==> config.mk <==
export PLATFORM = sky130hd
export DESIGN_NAME = sys_bus_arbiter_flat
export DESIGN_NICKNAME = d
export VERILOG_FILES = /design/src/rtl/sys_bus_arbiter_if.sv /design/src/rtl/sys_bus_arbiter.sv /design/src/flat_wrapper.sv
export SDC_FILE = /design/constraint.sdc
export NUM_CORES = 1
export LEC_CHECK = 0
export CAP_MARGIN = 0
export CORE_AREA = 2 2 123 125
export DETAILED_ROUTE_END_ITERATION = 16
export DIE_AREA = 0 0 125 127
export SYNTH_ARGS = -nofsm -noshare
export SYNTH_HDL_FRONTEND = slang
export SYNTH_SLANG_ARGS = --single-unit
==> constraint.sdc <==
create_clock -name clk -period 3.08 [get_ports clk]
set_clock_uncertainty 0.2 [all_clocks]
set_input_delay 0.308 -clock clk [delete_from_list [all_inputs] [get_ports clk]]
set_output_delay 0.308 -clock clk [all_outputs]
set_load 0.01 [all_outputs]
==> src/rtl/sys_bus_arbiter_if.sv <==
// System bus bundle: two master command ports and the shared slave port.
// The arbiter attaches through "slave"; masters and the slave model through "master".
interface sys_bus_arbiter_if #(
  parameter int AW = 32,
  parameter int DW = 32
);
  logic          m0_req;
  logic          m0_we;
  logic [AW-1:0] m0_adr;
  logic [DW-1:0] m0_wdata;
  logic [2:0]    m0_op;
  logic          m0_lock;
  logic          m0_gnt;
  logic          m0_rvalid;
  logic [DW-1:0] m0_rdata;

  logic          m1_req;
  logic          m1_we;
  logic [AW-1:0] m1_adr;
  logic [DW-1:0] m1_wdata;
  logic [2:0]    m1_op;
  logic          m1_lock;
  logic          m1_gnt;
  logic          m1_rvalid;
  logic [DW-1:0] m1_rdata;

  logic          s_req;
  logic          s_we;
  logic [AW-1:0] s_adr;
  logic [DW-1:0] s_wdata;
  logic [2:0]    s_op;
  logic          s_ready;
  logic [DW-1:0] s_rdata;

  logic          lock_err;

  modport slave (
    input  m0_req, m0_we, m0_adr, m0_wdata, m0_op, m0_lock,
    output m0_gnt, m0_rvalid, m0_rdata,
    input  m1_req, m1_we, m1_adr, m1_wdata, m1_op, m1_lock,
    output m1_gnt, m1_rvalid, m1_rdata,
    output s_req, s_we, s_adr, s_wdata, s_op,
    input  s_ready, s_rdata,
    output lock_err
  );

  modport master (
    output m0_req, m0_we, m0_adr, m0_wdata, m0_op, m0_lock,
    input  m0_gnt, m0_rvalid, m0_rdata,
    output m1_req, m1_we, m1_adr, m1_wdata, m1_op, m1_lock,
    input  m1_gnt, m1_rvalid, m1_rdata,
    input  s_req, s_we, s_adr, s_wdata, s_op,
    output s_ready, s_rdata,
    input  lock_err
  );
endinterface

==> src/rtl/sys_bus_arbiter.sv <==
// Two-master system bus arbiter: fixed priority to master 0, starvation
// guard for master 1, locked sequences with timeout, read-return routing.
module sys_bus_arbiter #(
  parameter int AW       = 32,
  parameter int DW       = 32,
  parameter int MAX_WAIT = 8,
  parameter int LOCK_MAX = 16
) (
  input  logic             clk,
  input  logic             rst,
  sys_bus_arbiter_if.slave bus
);
  localparam logic [7:0] WAIT_LIM = 8'(MAX_WAIT);
  localparam logic [7:0] LOCK_LIM = 8'(LOCK_MAX);

  logic          lock_vld;
  logic          lock_own;
  logic [7:0]    lock_cnt;
  logic [7:0]    starve_cnt;
  logic          rd_pend;
  logic          rd_own;

  logic          force_rel;
  logic          locked;
  logic          starved;
  logic          sel;
  logic          lock_ok;
  logic          sel_req;
  logic          sel_we;
  logic          sel_lock;
  logic [AW-1:0] sel_adr;
  logic [DW-1:0] sel_wdata;
  logic [2:0]    sel_op;
  logic          acc;

  // A timed-out lock is dropped in the same cycle it expires
  assign force_rel = lock_vld && (lock_cnt == LOCK_LIM);
  assign locked    = lock_vld && !force_rel;
  assign starved   = (starve_cnt == WAIT_LIM) && bus.m1_req;

  always_comb begin
    sel = 1'b0;
    priority case (1'b1)
      locked:     sel = lock_own && bus.m1_req;
      starved:    sel = 1'b1;
      bus.m0_req: sel = 1'b0;
      bus.m1_req: sel = 1'b1;
      default:    sel = 1'b0;
    endcase
  end

  // Idle owner keeps master 0 fields on the bus but must not let it through
  assign lock_ok   = !locked || (sel == lock_own);

  assign sel_req   = sel ? bus.m1_req   : bus.m0_req;
  assign sel_we    = sel ? bus.m1_we    : bus.m0_we;
  assign sel_lock  = sel ? bus.m1_lock  : bus.m0_lock;
  assign sel_adr   = sel ? bus.m1_adr   : bus.m0_adr;
  assign sel_wdata = sel ? bus.m1_wdata : bus.m0_wdata;
  assign sel_op    = sel ? bus.m1_op    : bus.m0_op;

  assign bus.s_req   = !rst && lock_ok && sel_req;
  assign bus.s_we    = sel_we;
  assign bus.s_adr   = sel_adr;
  assign bus.s_wdata = sel_wdata;
  assign bus.s_op    = sel_op;

  assign acc        = bus.s_req && bus.s_ready;
  assign bus.m0_gnt = acc && !sel;
  assign bus.m1_gnt = acc && sel;

  assign bus.m0_rvalid = !rst && rd_pend && !rd_own;
  assign bus.m1_rvalid = !rst && rd_pend && rd_own;
  assign bus.m0_rdata  = bus.s_rdata;
  assign bus.m1_rdata  = bus.s_rdata;

  assign bus.lock_err = !rst && force_rel;

  always_ff @(posedge clk) begin
    if (rst) begin
      lock_vld   <= 1'b0;
      lock_own   <= 1'b0;
      lock_cnt   <= '0;
      starve_cnt <= '0;
      rd_pend    <= 1'b0;
      rd_own     <= 1'b0;
    end else begin
      rd_pend <= acc && !sel_we;
      if (acc) rd_own <= sel;

      if (!bus.m1_req || bus.m1_gnt)
        starve_cnt <= '0;
      else if (starve_cnt != WAIT_LIM)
        starve_cnt <= starve_cnt + 8'd1;

      if (acc && sel_lock) begin
        lock_vld <= 1'b1;
        lock_own <= sel;
        lock_cnt <= '0;
      end else if (force_rel || (acc && locked)) begin
        lock_vld <= 1'b0;
        lock_cnt <= '0;
      end else if (lock_vld) begin
        lock_cnt <= lock_cnt + 8'd1;
      end
    end
  end
endmodule

==> src/flat_wrapper.sv <==
// flat-port wrapper written by rule: the top's interface ports become plain ports
module sys_bus_arbiter_flat 
#(
  parameter int AW       = 32,
  parameter int DW       = 32,
  parameter int MAX_WAIT = 8,
  parameter int LOCK_MAX = 16
)
  (clk, rst, bus_m0_req, bus_m0_we, bus_m0_adr, bus_m0_wdata, bus_m0_op, bus_m0_lock, bus_m0_gnt, bus_m0_rvalid, bus_m0_rdata, bus_m1_req, bus_m1_we, bus_m1_adr, bus_m1_wdata, bus_m1_op, bus_m1_lock, bus_m1_gnt, bus_m1_rvalid, bus_m1_rdata, bus_s_req, bus_s_we, bus_s_adr, bus_s_wdata, bus_s_op, bus_s_ready, bus_s_rdata, bus_lock_err);
  sys_bus_arbiter_if #(.AW(AW), .DW(DW)) bus_i ();
  input  logic clk;
  input  logic rst;
  input wire logic [$bits(bus_i.m0_req)-1:0] bus_m0_req;
  input wire logic [$bits(bus_i.m0_we)-1:0] bus_m0_we;
  input wire logic [$bits(bus_i.m0_adr)-1:0] bus_m0_adr;
  input wire logic [$bits(bus_i.m0_wdata)-1:0] bus_m0_wdata;
  input wire logic [$bits(bus_i.m0_op)-1:0] bus_m0_op;
  input wire logic [$bits(bus_i.m0_lock)-1:0] bus_m0_lock;
  output wire logic [$bits(bus_i.m0_gnt)-1:0] bus_m0_gnt;
  output wire logic [$bits(bus_i.m0_rvalid)-1:0] bus_m0_rvalid;
  output wire logic [$bits(bus_i.m0_rdata)-1:0] bus_m0_rdata;
  input wire logic [$bits(bus_i.m1_req)-1:0] bus_m1_req;
  input wire logic [$bits(bus_i.m1_we)-1:0] bus_m1_we;
  input wire logic [$bits(bus_i.m1_adr)-1:0] bus_m1_adr;
  input wire logic [$bits(bus_i.m1_wdata)-1:0] bus_m1_wdata;
  input wire logic [$bits(bus_i.m1_op)-1:0] bus_m1_op;
  input wire logic [$bits(bus_i.m1_lock)-1:0] bus_m1_lock;
  output wire logic [$bits(bus_i.m1_gnt)-1:0] bus_m1_gnt;
  output wire logic [$bits(bus_i.m1_rvalid)-1:0] bus_m1_rvalid;
  output wire logic [$bits(bus_i.m1_rdata)-1:0] bus_m1_rdata;
  output wire logic [$bits(bus_i.s_req)-1:0] bus_s_req;
  output wire logic [$bits(bus_i.s_we)-1:0] bus_s_we;
  output wire logic [$bits(bus_i.s_adr)-1:0] bus_s_adr;
  output wire logic [$bits(bus_i.s_wdata)-1:0] bus_s_wdata;
  output wire logic [$bits(bus_i.s_op)-1:0] bus_s_op;
  input wire logic [$bits(bus_i.s_ready)-1:0] bus_s_ready;
  input wire logic [$bits(bus_i.s_rdata)-1:0] bus_s_rdata;
  output wire logic [$bits(bus_i.lock_err)-1:0] bus_lock_err;
  assign bus_i.m0_req = bus_m0_req;
  assign bus_i.m0_we = bus_m0_we;
  assign bus_i.m0_adr = bus_m0_adr;
  assign bus_i.m0_wdata = bus_m0_wdata;
  assign bus_i.m0_op = bus_m0_op;
  assign bus_i.m0_lock = bus_m0_lock;
  assign bus_m0_gnt = bus_i.m0_gnt;
  assign bus_m0_rvalid = bus_i.m0_rvalid;
  assign bus_m0_rdata = bus_i.m0_rdata;
  assign bus_i.m1_req = bus_m1_req;
  assign bus_i.m1_we = bus_m1_we;
  assign bus_i.m1_adr = bus_m1_adr;
  assign bus_i.m1_wdata = bus_m1_wdata;
  assign bus_i.m1_op = bus_m1_op;
  assign bus_i.m1_lock = bus_m1_lock;
  assign bus_m1_gnt = bus_i.m1_gnt;
  assign bus_m1_rvalid = bus_i.m1_rvalid;
  assign bus_m1_rdata = bus_i.m1_rdata;
  assign bus_s_req = bus_i.s_req;
  assign bus_s_we = bus_i.s_we;
  assign bus_s_adr = bus_i.s_adr;
  assign bus_s_wdata = bus_i.s_wdata;
  assign bus_s_op = bus_i.s_op;
  assign bus_i.s_ready = bus_s_ready;
  assign bus_i.s_rdata = bus_s_rdata;
  assign bus_lock_err = bus_i.lock_err;
  sys_bus_arbiter #(.AW(AW), .DW(DW), .MAX_WAIT(MAX_WAIT), .LOCK_MAX(LOCK_MAX)) u_core (.clk(clk), .rst(rst), .bus(bus_i));
endmodule
==> key figures <==
Outcome
  – Run status: finished with violations
  – Failing checks: setup timing

Die
  – Num rows: between 40 and 50
  – Die X: 125 µm
  – Core box area: roughly 0.014 mm²
  – Die boundary height: around 130 µm
  – Total die area: roughly 0.016 mm²
  – Initial Util: 18.35%
  – Top Ports: roughly 310

Clocking
  – H-tree levels: 1
  – CTS max path bufs: 2
  – CTS clk-pin slew, worst paths: about 0.05 ns
  – CTS tree: built
  – CTS buffer count: 3
  – CTS root buf: clkbuf_16
  – Clk Latency, worst-skew pair: about 0.25 ns
  – Hold Buf Count CTS: 0
  – Sink Count: 20

Min path
  – Tightest Hold Check Type: reg -> reg

Power
  – Clock share of power: about a quarter
  – Switching share of power: 27.03%
  – NetSw: 333.5 µW
  – Sequential power share: a little over a fifth
  – Combinational power share: between 50 and 60%
  – VDD IR max: approximately 0.18 mV
  – Pwr Density: approximately 260 mW/mm²
  – P_int: around 900 µW
  – Pleak: ~0.0021 µW

Setup path
  – CP endpoint kind: output pin
  – WP data required: approximately 2.6 ns
  – CP max FO: 12
  – Crit path kind: reg -> out
  – Worst endpoint data arrival time: between 2 and 3 ns
  – Critical Path Source Type: register

Global routing
  – GRT Overall Usage: between 10% and 20%
  – Vias in the first global route: approximately 2700
  – Largest net degree at the start of global routing: 35
  – Total gr overflow: 0
  – Antenna violations before repair: 1
  – First-pass GRT wire length: approximately 16 mm

Placement
  – Placer Congestion: around 0.84
  – # port buffers: ~220
  – Hpwl dp: about 9 mm
  – Worst slack, placed: between 0.03 and 0.04 ns

Yosys
  – #FFs+latches synth: 20
  – Gate Count Post-Synth: about 260
  – Top area cells in the synthesized netlist: mux2_4 (38%), buf_4 (18%), dfxtp_1 (15%), nor2_1 (3.1%), buf_6 (3.0%)
  – Post-Syn Area: approximately 0.0026 mm²
  – Sequential area share after synthesis: about 15%
  – Synth warnings: 0
  – Largest area contributor in the netlist: mux2_4
  – Syn Nets: between 400 and 500
  – Syn_area_per_cell: about 10 µm²
  – Proportion of netlist area held by the largest area contributor: 38.01%
  – Netlist cell types: 42

Routing
  – Drt first pass iters: 4
  – Post-DRT Antenna Nets: 0
  – DRC: 0
  – Drt total wl: around 11 mm
  – Vias: roughly 2600
  – Initial drt markers: 73
  – Drt wl/cell: 17.83 µm
  – Via/cell ratio: 4.119

STA
  – Final worst slack: -0.06317 ns
  – Fin crit period: about 3.1 ns
  – RSZ-0062 raised after global routing: true
  – Slew Viols, Final: 0
  – Hold WS: 0.3299 ns
  – Transition time of the tightest slew-check pin: 0.5585 ns
  – Slew margin rel.: 61.81%
  – Final period util: 102.1%
  – Fmax: around 0.32 GHz
  – Final setup fails: 14
  – Hold Fails Final Rpt: 0

Layout
  – Nets@finish: 620
  – Reg area: approximately 400 µm²
  – ANT cells: 0
  – Area Growth Syn to Fin: 76.93%
  – Share of cells above drive strength 1: about a third
  – Filler cell count: 1488
  – Area of the multi-input gates: about 0.0017 mm²

Job
  – # Max-Cap Violations: 0
-- worst max-delay path, stage by stage (launching register included) --
cell	delay, ns
dfxtp_1	0.32
or3_1	0.41
o211a_1	0.24
a311o_2	0.41
buf_6	0.20
mux2_4	0.31
clkdlybuf4s50_1	0.49
-- final timing paths --
check,endpoint,depth (start not counted),slack (ns),startpoint
worst min register to register,u_core.lock_cnt[7],2,0.33,u_core.lock_cnt[7]
worst max-delay path,bus_s_wdata[4],6,-0.06,u_core.lock_cnt[7]
worst max register to register,u_core.lock_own,9,0.46,u_core.lock_cnt[7]
worst min-delay path,u_core.lock_cnt[7],2,0.33,u_core.lock_cnt[7]
-- through the flow --
stage               TNS [ns]  utilization [%]  std cells  cell area, µm²  total power, µW
floorplan                  0                -        264            2646            644.9
global placement           0            31.97        606            4611            969.5
detailed placement         0            31.97        606            4611            971.8
CTS                  -0.7431            32.39        612            4672             1230
global route          -2.899            32.46        624            4682             1291
finish               -0.6605            32.46        624            4682             1234
-- cell type report --
cell class,instances,share of cell area [%]
clock buffers,4,1.897
flip-flops and latches,20,8.578
repair buffers,246,48.69
inverters,7,0.5612
well taps,184,4.917
multi-input cells,163,35.36
-- synth_stat cells --
| cell | number |
|---|---|
| a2111oi_0 | 1 |
| a211o_1 | 1 |
| a211oi_1 | 1 |
| a21bo_2 | 1 |
| a21o_1 | 1 |
| a21oi_1 | 3 |
| a311o_1 | 1 |
| a311oi_2 | 1 |
| a31oi_1 | 1 |
| and2_1 | 2 |
| and3_1 | 2 |
| and4_1 | 1 |
| buf_1 | 1 |
| buf_4 | 65 |
| buf_6 | 7 |
| clkbuf_1 | 1 |
| dfxtp_1 | 20 |
| ha_1 | 4 |
| inv_1 | 7 |
| mux2_2 | 1 |
| mux2_4 | 67 |
| mux2i_1 | 3 |
| nand2_1 | 8 |
| nand2b_1 | 1 |
| nand3_1 | 5 |
| nand4_1 | 3 |
| nand4bb_1 | 1 |
| nor2_1 | 22 |
| nor2_2 | 1 |
| nor2b_1 | 1 |
| nor3_1 | 1 |
| nor3b_1 | 2 |
| nor4b_1 | 1 |
| nor4b_2 | 1 |
| o211a_1 | 1 |
| o211ai_1 | 1 |
| o21a_1 | 2 |
| o21ai_0 | 5 |
| o221a_2 | 1 |
| or3_1 | 2 |
| xnor2_1 | 4 |
| xor2_1 | 9 |
-- layout by cell type (no fill, tap or decap), types with 4 or more instances in the layout --
cell type        netlist  final
o21ai_0                5      4
dlygate4sd2_1          0     17
nand3_1                5      5
ha_1                   4      4
clkdlybuf4s50_1        0    160
nor2_1                22     22
xnor2_1                4      4
inv_1                  7      5
clkbuf_16              0      5
mux2_4                67     67
xor2_1                 9      9
nand2_1                8      8
buf_4                 65     22
clkbuf_2               0     34
dfxtp_1               20     19
-- cells by family (layout without fill, tap and decap cells) --
group	after synthesis	after routing	share of synthesized area, %
adder cells (fa/ha/maj)	4	4	1.891
multiplexers	71	71	39.57
flip-flops	20	20	15.13
buffers and inverters	81	257	22.70
AO/OA/AOI/OAI	21	21	5.957
AND/OR/NAND/NOR	54	54	10.45
XOR/XNOR	13	13	4.303
-- metal layers --
layer  vias up  wire length, µm  GRT usage [%]
met1      1195             4400          14.73
met3        10             1147          5.235
met2       164             5498          22.35
met5         -                0              0
li1       1201                -              -
met4         0               79          1.046
-- registers in the layout, indices dropped and copies added (netlist names) --
| signal | flops |
|---|---|
| u_core.lock_cnt | 8 |
| u_core.lock_own | 1 |
| u_core.lock_vld | 1 |
| u_core.rd_own | 1 |
| u_core.rd_pend | 1 |
| u_core.starve_cnt | 8 |
-- power groups by stage --
stage,Sequential [µW],Combinational (µW),Clock [µW]
floorplan,273,372,0
global placement,272,697,0
detailed placement,272,700,0
CTS,267,665,298
global route,268,714,309
finish,267,677,290
-- what timing repair did --
action | in CTS | in global routing
buffers inserted | 2 | 10
resized for setup | 65 | 72
setup endpoints to repair | 68 | 61
pin swaps | 1 | 1
hold endpoints to repair | 0 | 0
gates cloned | 0 | 2
(Power assumes the default switching activity.)
